## src/rtl/gate_lab.sv

```systemverilog
// gate_lab: debounced push-button logic-gate demonstrator driving a 6-LED bank (active-low).
// Optional macro GATE_LAB_AUTO_EN adds a timed auto-advance of the gate mode while idle.
module gate_lab #(
  parameter int NUM_IN      = 2,
  parameter int DB_CYCLES   = 270000,
  parameter int AUTO_CYCLES = 27000000
) (
  input  logic              clk,
  input  logic              rst_n,
  input  logic [NUM_IN-1:0] btn_n,
  input  logic              mode_btn_n,
  output logic [5:0]        led
);

  // mode | meaning
  // 0    | AND
  // 1    | OR
  // 2    | NAND (reset)
  // 3    | NOR
  // 4    | XOR  (odd parity)
  // 5    | XNOR (even parity)
  // 6,7  | unreachable; evaluates NAND, next advance goes to 0

  localparam int NB = NUM_IN + 1;
  localparam int DW = $clog2(DB_CYCLES);
  localparam logic [DW-1:0] DB_MAX = DW'(DB_CYCLES - 1);

  localparam logic [2:0] M_AND  = 3'd0;
  localparam logic [2:0] M_OR   = 3'd1;
  localparam logic [2:0] M_NAND = 3'd2;
  localparam logic [2:0] M_NOR  = 3'd3;
  localparam logic [2:0] M_XOR  = 3'd4;
  localparam logic [2:0] M_XNOR = 3'd5;

  // Channel NUM_IN is the mode button; lower channels are the gate inputs.
  logic [NB-1:0]     raw;
  logic [NB-1:0]     sync1;
  logic [NB-1:0]     sync2;
  logic [NB-1:0]     stable;
  logic [NB-1:0]     accept;
  logic [NUM_IN-1:0] pressed;
  logic              mode_rise;
  logic              auto_tick;
  logic              advance;
  logic [2:0]        mode_q;
  logic [2:0]        mode_d;
  logic              result;
  logic [5:0]        led_d;

  assign raw = ~{mode_btn_n, btn_n};

  always_ff @(posedge clk or negedge rst_n) begin
    if (!rst_n) begin
      sync1 <= '0;
      sync2 <= '0;
    end else begin
      sync1 <= raw;
      sync2 <= sync1;
    end
  end

  for (genvar i = 0; i < NB; i++) begin : g_db
    logic [DW-1:0] cnt;
    logic          st;

    always_ff @(posedge clk or negedge rst_n) begin
      if (!rst_n) begin
        cnt <= '0;
        st  <= 1'b0;
      end else if (sync2[i] == st) begin
        cnt <= '0;
      end else if (cnt == DB_MAX) begin
        cnt <= '0;
        st  <= sync2[i];
      end else begin
        cnt <= cnt + DW'(1);
      end
    end

    assign stable[i] = st;
    assign accept[i] = (sync2[i] != st) && (cnt == DB_MAX);
  end

  assign pressed = stable[NUM_IN-1:0];

  // Advancing on the accepting edge keeps mode and debounced inputs in lockstep,
  // so a simultaneous change shows up in a single led update.
  assign mode_rise = accept[NUM_IN] & sync2[NUM_IN];

`ifdef GATE_LAB_AUTO_EN
  localparam int AW = $clog2(AUTO_CYCLES);
  localparam logic [AW-1:0] AUTO_MAX = AW'(AUTO_CYCLES - 1);

  logic [AW-1:0] auto_cnt;
  logic          any_pressed;

  assign any_pressed = |stable;
  assign auto_tick   = !any_pressed && (auto_cnt == AUTO_MAX);

  always_ff @(posedge clk or negedge rst_n) begin
    if (!rst_n) begin
      auto_cnt <= '0;
    end else if (any_pressed || (auto_cnt == AUTO_MAX)) begin
      auto_cnt <= '0;
    end else begin
      auto_cnt <= auto_cnt + AW'(1);
    end
  end
`else
  assign auto_tick = 1'b0;
`endif

  assign advance = mode_rise | auto_tick;

  always_ff @(posedge clk or negedge rst_n) begin
    if (!rst_n) begin
      mode_q <= M_NAND;
    end else begin
      mode_q <= mode_d;
    end
  end

  always_comb begin
    mode_d = mode_q;
    if (advance) begin
      if (mode_q >= M_XNOR) begin
        mode_d = M_AND;
      end else begin
        mode_d = mode_q + 3'd1;
      end
    end
  end

  always_comb begin
    result = ~&pressed;
    case (mode_q)
      M_AND:   result = &pressed;
      M_OR:    result = |pressed;
      M_NAND:  result = ~&pressed;
      M_NOR:   result = ~|pressed;
      M_XOR:   result = ^pressed;
      M_XNOR:  result = ~^pressed;
      default: result = ~&pressed;
    endcase
    led_d = {~pressed[1], ~pressed[0], ~mode_q, ~result};
  end

  always_ff @(posedge clk or negedge rst_n) begin
    if (!rst_n) begin
      led <= 6'b111111;
    end else begin
      led <= led_d;
    end
  end

endmodule

```

## config.mk

```make
export PLATFORM = sky130hd
export DESIGN_NAME = gate_lab
export DESIGN_NICKNAME = d
export VERILOG_FILES = /design/src/rtl/gate_lab.sv
export SDC_FILE = /design/constraint.sdc
export NUM_CORES = 1
export LEC_CHECK = 0
export BUFFER_PORTS_ARGS = -buffer_cell sky130_fd_sc_hd__buf_2
export CAP_MARGIN = 20
export CORE_MARGIN = 2
export CORE_UTILIZATION = 55
export CTS_CLUSTER_SIZE = 16
export DETAILED_ROUTE_END_ITERATION = 10
export PLACE_DENSITY = 0.77
export SYNTH_ARGS = -nofsm -noshare
export SYNTH_HDL_FRONTEND = slang
export SYNTH_SLANG_ARGS = --single-unit
```

## constraint.sdc

```tcl
create_clock -name clk -period 2.8 [get_ports clk]
set_clock_uncertainty 0.15 [all_clocks]
set_input_delay 0.14 -clock clk [delete_from_list [all_inputs] [get_ports clk]]
set_output_delay 0.14 -clock clk [all_outputs]
set_load 0.05 [all_outputs]
```

Word level (Yosys, flattened, before mapping):

Cells that the tools add are included.

* output and inout port bits: 6
* bits in registers: 75
* logic and storage cells: 54

* $lt $le $gt $ge: 1
* bitwise logic cells: 9
* eq/ne operators: 11
* add/subtract/negate cells: 4
* mux-type cells: 8
* reduce and logical (&&, ||, !) cells: 11

Operators with widths (count)
* two-way mux 19 bit: 6
* adder 19 x 1 -> 19 bit (second input constant): 3
* == test 19 bit (second input constant): 3
* AND reduction 2 bit: 4
* == test 3 bit (second input constant): 2
* NOT 1 bit: 6
* NOT 3 bit: 2
* one-hot mux 1 bit (5 select lines): 1
* adder 3 x 1 -> 3 bit (second input constant): 1
* == test 1 bit: 3
* == test 3 x 1 -> 1 bit (second input constant): 1
* == test 3 x 2 -> 1 bit (second input constant): 1
* >= comparator 3 bit (second input constant): 1
* logical NOT 3 bit: 1
* two-way mux 3 bit: 1
* logical NOT 1 bit: 2
* OR reduction 2 bit: 1
* XNOR reduction 2 bit: 1
* XOR reduction 2 bit: 1
* bitwise AND 1 bit: 1
* logical AND 1 bit: 1
* inequality test 1 bit: 1

Longest topological paths before layout:

Gate-level depths: netlist of run 1.

* depth in word-level cells: 4
* gate-level depth with buffers: 6
* depth with buffers taken out: 5

Worst setup path before layout of run 1:

Ideal clock, no wire load.

* path type: flip-flop to flip-flop
* start: reg g_db[2].cnt[0]
* end: reg mode_q[2]
* stages on the path, launching flop included: 6
* arrival time: 1.932 ns
* path slack: 0.593 ns
* setup time: 0.125 ns
* data required time: 2.525 ns
* cells stage by stage: dfrtp_1 ha_1 nand4_1 or4_1 nor4_4 mux2_4

* longest elaborated chain between the ends: 3

RTL lines
* start: declaration: line 63 `logic [DW-1:0] cnt;`
* start signal: assignment: line 76 `cnt <= cnt + DW'(1);`
* == test 19 bit: line 81 `assign accept[i] = (sync2[i] != st) && (cnt == DB_MAX);`
* logical AND 1 bit: line 81
* bitwise AND 1 bit: line 88 `assign mode_rise = accept[NUM_IN] & sync2[NUM_IN];`
* end signal: assignment: line 119 `mode_q <= mode_d;`
* end: declaration: line 45 `logic [2:0] mode_q;`

No other way between the ends.
A chain may end at the register's enable or synchronous reset.

Worst setup path in the final report of run 1:

Ends and elaborated chain as after synthesis.

==> flow_summary.toml, run 1 <==
[outcome]
run_status = "complete, no violations"

[synthesis]
synth_top_area_share_pct = 46.5
synth_area_mm2 = 0.00366
syn_nets = 373
ys_ff_latch = 75
yosys-top-cells-area = "dfrtp_1 (47%), xnor2_1 (8.4%), nor2_1 (5.7%)"
synthCells = 359
synthDistinctLibCells = 40
synth_seq_area_share_pct = 51.6
synth.avg_cell_area_um2 = 10.2
yosys.area.top_type = "dfrtp_1"
yosys_warnings = 0

[sta]
fin_crit_sh_pct = 85.7
min_period_ps = 2400
tns_ps = 0
setup_viol = 0
hold_violations = 0
fmax_mhz = 417
maxSlewViolCount = 0
slew_headroom_pct = 47.0
rsz0062_at_grt = "false"
tightestPinTransition_ps = 795

[cts]
cts.hold.buffers_added = 4
cts_made_buffers = 9
clk_latency_ps = 340
cts_max_level = 3
clk_pin_slew_ps = 80
post_cts.repair.setup_buffers = 0
cts_tree = "done"
post_cts_resized = 0
cts_sinks = 75
clockBufferDepth = 2
cts-root-buf = "clkbuf_8"

[layout]
seq_area_mm2 = 0.00189
drive_gt1_share_pct = 12.8
syn_to_final_growth_pct = 10.6
multi_input_area_mm2 = 0.00164
fillers = 517
antennaDiodeCount = 0
layout.nets = 393

[die]
core-area_mm2 = 0.00639
io_pins = 11
die_w_um = 85.5
die_area_mm2 = 0.00732
start_util_pct = 57.2
die_h_um = 85.5
rows = 29

[routing]
firstDrtPassIters = 5
finalWirelength_mm = 6.37
ant_nets = 0
routedWlPerCell_um = 13.8
vias = 2605
drt-vias-per-instance = 5.65
drc_errors = 0
dr.first_iter.drc_count = 147

[pwr]
p_leak_nw = 1.60
p_sw_share_pct = 21.5
finalPower_mw = 2.06
comb_power_share_pct = 3.4
internal-power_mw = 1.62
p_sw_mw = 0.443
pwr-share-seq_pct = 54.0
vdd_ir_drop_max_mv = 0.460
power_density_mw_per_mm2 = 509
pwr-share-clk_pct = 42.6

[placed_design]
io_buffers = 10
place_congestion = 0.786
dp_hpwl_mm = 4.33

[setup_path]
critPathCaptureType = "flip-flop"
crit_slowest_cell = "or4_1"
arrival_ps = 2480
setup.worst_path.class = "reg2reg"
startpoint_type = "flip-flop"
critical_path.max_fanout = 6
crit_chain = "ha_1 -> nand4_1 -> or4_1 -> nor4_4 -> mux2_4"
worstPathRequired_ps = 2880
max_stage_delay_ps = 540

[hold_path]
worstHoldPathType = "reg2reg"

[grt]
grt_max_degree = 42
antenna_found_initial = 0
grt_usage_pct = 19.5
grt_overflow = 0
grt_pass1_vias = 2591
grt_pass1_wl_mm = 11.3

[job]
maxCapViolCount = 0
[cell usage after synthesis]
library cell	instances
buf_2	2
a222oi_1	1
nor3_1	15
mux2_2	5
mux2i_1	5
nand2_1	15
or3_4	1
a31oi_1	1
buf_4	2
o31ai_1	1
and4_1	4
nand4bb_1	1
o21ai_0	7
nor4_4	1
mux2_4	1
o21ba_2	1
or3_1	5
a21oi_1	9
dfstp_2	7
xnor2_1	35
nand3_1	20
clkbuf_1	4
o21ai_2	1
inv_1	23
nand4_1	16
xor2_1	9
and3_1	4
dfrtp_1	68
o21bai_2	1
nor4b_1	1
or4_1	5
a31o_2	1
or4b_1	1
nand3_2	1
nor3b_1	1
nor4_1	17
o21ai_4	1
nor2_1	56
nand4b_1	1
ha_1	9
[metrics by stage]
step	setup slack, ps	hold WS, ps	cells	cell area (um^2)	utilization, %
after floorplan	593	-306	359	3660	-
after CTS	399	203	461	4050	63.3
after detailed placement	409	121	441	3800	59.5
after global routing	286	214	461	4050	63.3
final	400	199	461	4050	63.3
after global placement	504	103	441	3800	59.5
[layer usage]
metal  track usage [%]  share of wire, %  wire, um
met5                 0                 0         0
met4              7.22               1.6       105
met3              5.87               3.2       202
met2              32.0                48      3070
met1              24.6                47      2990
[cells by family after synthesis]
group	share of synthesized area, %
muxes	3.32
AOI/OAI and AO/OA	4.35
adders and majority gates	3.08
and+or+nand+nor	23.7
xor gates and xnor gates	10.5
buffers and inverters	3.46
DFF	51.6
[layout by cell type, fill, tap and decap left out, types with 5 or more instances in the layout]
cell      synthesis  routed
mux2i_1           5       5
nor2_1           56      56
dfrtp_1          68      68
nor4_1           17      17
nor3_1           15      15
nand2_1          15      15
o21ai_0           7       7
nand3_1          20      20
inv_1            23      23
or3_1             5       5
xor2_1            9       9
ha_1              9       9
mux2_2            5       5
clkbuf_8          0       9
buf_2             2      10
a21oi_1           9       9
dfstp_2           7       7
nand4_1          16      16
xnor2_1          35      35
or4_1             5       5
[power groups by stage]
stage	registers, mW	logic [mW]	clock network, mW
6_report	1.11	0.0695	0.878
5_1_grt	1.11	0.0826	0.937
4_1_cts	1.11	0.0716	0.902
3_5_place_dp	1.13	0.0670	0
3_3_place_gp	1.13	0.0654	0
2_1_floorplan	1.13	0.0337	0
[registers in the layout, summed over array words and instances (netlist names)]
| name | cells |
|---|---|
| g_db.st | 3 |
| mode_q | 3 |
| g_db.cnt | 57 |
| sync2 | 3 |
| led | 6 |
| sync1 | 3 |
[worst max-delay path, delay by kind of cell, from the launching register on]
family	cells	cell delay [ps]
muxes	1	340
and+or+nand+nor	3	1090
adders and majority gates	1	290
DFF	1	410
[layout make-up]
cell class,instances,share of cell area (%)
repair buffers,17,3.09
clock buffers,10,3.15
inverters,23,2.13
multi-input cells,253,40.6
flip-flops and latches,75,46.6
well taps,77,2.38
clock inverters,6,1.98
[path summary, 6_finish.rpt]
path                           startpoint             end  slack (ps)  cells after the start
setup reg to reg           g_db[2].cnt[0]       mode_q[2]         400                      5
hold / removal                   sync1[2]        sync2[2]         200                      0
min in group asynchronous           rst_n  g_db[2].cnt[7]         260                      2
hold reg to reg                  sync1[2]        sync2[2]         200                      0
setup / recovery           g_db[2].cnt[0]       mode_q[2]         400                      5
max in group asynchronous           rst_n          led[5]        1510                      3
(Power assumes the default switching activity.)
==> inputs of run 2 (changes only) <==
--- a/config.mk
+++ b/config.mk
@@ -5,12 +5,14 @@
 export SDC_FILE = /design/constraint.sdc
 export NUM_CORES = 1
 export LEC_CHECK = 0
+export ABC_AREA = 1
 export BUFFER_PORTS_ARGS = -buffer_cell sky130_fd_sc_hd__buf_2
 export CAP_MARGIN = 20
 export CORE_MARGIN = 2
 export CORE_UTILIZATION = 55
 export CTS_CLUSTER_SIZE = 16
 export DETAILED_ROUTE_END_ITERATION = 10
+export GPL_TIMING_DRIVEN = 0
 export PLACE_DENSITY = 0.77
 export SYNTH_ARGS = -nofsm -noshare
 export SYNTH_HDL_FRONTEND = slang
==> run 2 against run 1 <==
  * Die area increased by 5.9%
  * First-iteration DRC count increased by 55%
  * Via count increased by 15%
  * Cell count increased by 33%
  * Non-clock buffer count unchanged
  * Synthesized cell count increased by 35%
  * Wire length increased by 13%
  * Combinational power increased by 6.6%
  * Worst hold slack got worse by 100 ps
  * Critical path type unchanged
==> flow_summary.toml, run 2 <==
[outcome]
run_status = "complete, no violations"

[synthesis]
synth_top_cells_by_count = "nand2_1 (109), nor2_1 (107), dfrtp_1 (68)"
synth.most_common_cell = "nand2_1"
synth_seq_area_share_pct = 48.6
ys_ff_latch = 75
synthAdderAreaFrac_pct = 2.90
synth.avg_cell_area_um2 = 8.01
synth_area_mm2 = 0.00388
syn_nets = 499
synthSimpleGateAreaFrac_pct = 32.5
synthCells = 485
yosys-top-cells-area = "dfrtp_1 (44%), nand2_1 (11%), nor2_1 (10%)"
synthMuxAreaShare_pct = 0
synth_top_area_share_pct = 43.8
yosys.area.top_type = "dfrtp_1"
synth_top_family_by_area = "simple AND/OR/NAND/NOR gates"
synth-main-ff-cell = "dfrtp_1"
synthDistinctLibCells = 31
postSynth.asyncResetShare_pct = 100
synth_compound_area_share_pct = 3.29
synth-edff-count = 0
synth_xor_xnor_area_share_pct = 6.54
yosys_warnings = 0

[die]
die_area_mm2 = 0.00775
start_util_pct = 56.8
rows = 30
die_h_um = 88.0
die_w_um = 88.0
io_pins = 11
core-area_mm2 = 0.00683

[cts]
clk_pin_slew_ps = 80
cts-root-buf = "clkbuf_8"
cts_max_level = 3
cts_sinks = 75
post_cts.repair.setup_buffers = 0
cts_tree = "done"
cts_made_buffers = 9
clk_latency_ps = 350
clockBufferDepth = 2

[setup_path]
worstPathRequired_ps = 2880
critPathCaptureType = "flip-flop"
setup.worst_path.class = "reg2reg"
critical_path.max_fanout = 10
arrival_ps = 1790
startpoint_type = "flip-flop"

[placed_design]
place_ws_ps = 1080
io_buffers = 10
placed_cells = 592
post_dp_cell_area_mm2 = 0.00408
place_congestion = 0.869
dp_hpwl_mm = 5.27

[routing]
routedWlPerCell_um = 11.8
drc_errors = 0
vias = 3000
ant_nets = 0
drt-vias-per-instance = 4.90
firstDrtPassIters = 4
finalWirelength_mm = 7.23
dr.first_iter.drc_count = 228

[sta]
setup_viol = 0
min_period_ps = 1710
hold_violations = 0
holdWs_ps = 94.7
rsz0062_at_grt = "false"
tns_ps = 0
tightestPinTransition_ps = 356
timing.final.ws_setup_ps = 1090
maxSlewViolCount = 0
fmax_mhz = 584
fin_crit_sh_pct = 61.2
slew_headroom_pct = 76.2

[grt]
antenna_found_initial = 0
grt_max_degree = 51
grt_pass1_vias = 2964
grt_overflow = 0
grt_pass1_wl_mm = 12.9
grt_usage_pct = 21.3

[layout]
largest_reg_flops = 57
fillers = 622
final_cells = 612
final_common_cell = "nand2_1"
top_register = "g_db.cnt"
final_cell_mix = "nand2_1 (109), nor2_1 (107), dfrtp_1 (68)"
layout.nets = 525
drive_gt1_share_pct = 10.5
fin_area_mm2 = 0.00430
antennaDiodeCount = 0
syn_to_final_growth_pct = 10.6
top_regs = "g_db.cnt (57), led (6)"

[pwr]
p_leak_nw = 1.88
vdd_ir_drop_max_mv = 0.302
power_density_mw_per_mm2 = 449

[job]
maxCapViolCount = 0

[hold_path]
worstHoldPathType = "in2async"
==> run 2: changes by cell type after synthesis, sizes merged, moves of 9 or more <==
cell   change
nor4      -18
inv       +36
nand2     +97
xnor2     -24
nor2      +64
xor2       +9
==> run 2: layout make-up <==
type                    count  area [um^2]  share of cell area, %
multi-input cells         349         1760                   40.9
plain buffers               2         18.8                  0.437
clock buffers              14          163                   3.79
repair buffers             15          120                   2.80
flip-flops and latches     75         1890                   43.9
inverters                  59          221                   5.16
clock inverters             2         10.0                  0.233
well taps                  96          120                   2.80
==> run 2: repair_timing <==
item,in CTS,in global routing
hold buffers,4,0
resized for setup,0,0
hold endpoints to repair,71,0
==> run 2: cell families after synthesis <==
kind of cell               Yosys count
buffers and inverters               61
DFF                                 75
adders and majority gates            9
xor gates and xnor gates            29
AOI/OAI and AO/OA                   23
and+or+nand+nor                    288
==> run 2: routing by layer <==
| layer | share of wire, % | track usage [%] | vias to the layer above |
|---|---|---|---|
| met2 | 46 | 35.3 | 32 |
| met1 | 50 | 28.1 | 1390 |
| met4 | 1.6 | 8.26 | 0 |
| met3 | 1.9 | 3.39 | 13 |
| li1 | - | - | 1565 |
| met5 | 0 | 0 | - |
==> run 2: through the flow <==
step / total power [mW] / util (%)
after floorplan: 1.16 / -
after global placement: 1.20 / 59.3
after detailed placement: 1.20 / 59.8
after CTS: 1.95 / 62.9
after global routing: 2.01 / 62.9
final: 1.93 / 62.9
==> run 2: worst max-delay path, cell delays in order (launching register included) <==
cell and delay, ps:
dfrtp_1 400, ha_1 210, nand3_2 150, nor2_1 170
nand3_1 130, nand2_1 140, buf_4 190, nor2_1 60
==> run 2: power by group <==
part           total (mW)  switching (mW)  internal (mW)
logic              0.0741          0.0490         0.0251
registers            1.11          0.0129           1.10
clock network       0.745           0.376          0.369
==> run 2: final timing paths <==
kind	start	end	slack, ps	cells after the start
max reg2reg	g_db[2].cnt[0]	g_db[2].cnt[11]	1090	7
min reg2reg	sync1[2]	sync2[2]	210	0
min	rst_n	g_db[0].cnt[15]	90	2
max in group asynchronous	rst_n	mode_q[1]	1770	3
max	g_db[2].cnt[0]	g_db[2].cnt[11]	1090	7
min in group clk	sync1[2]	sync2[2]	210	0
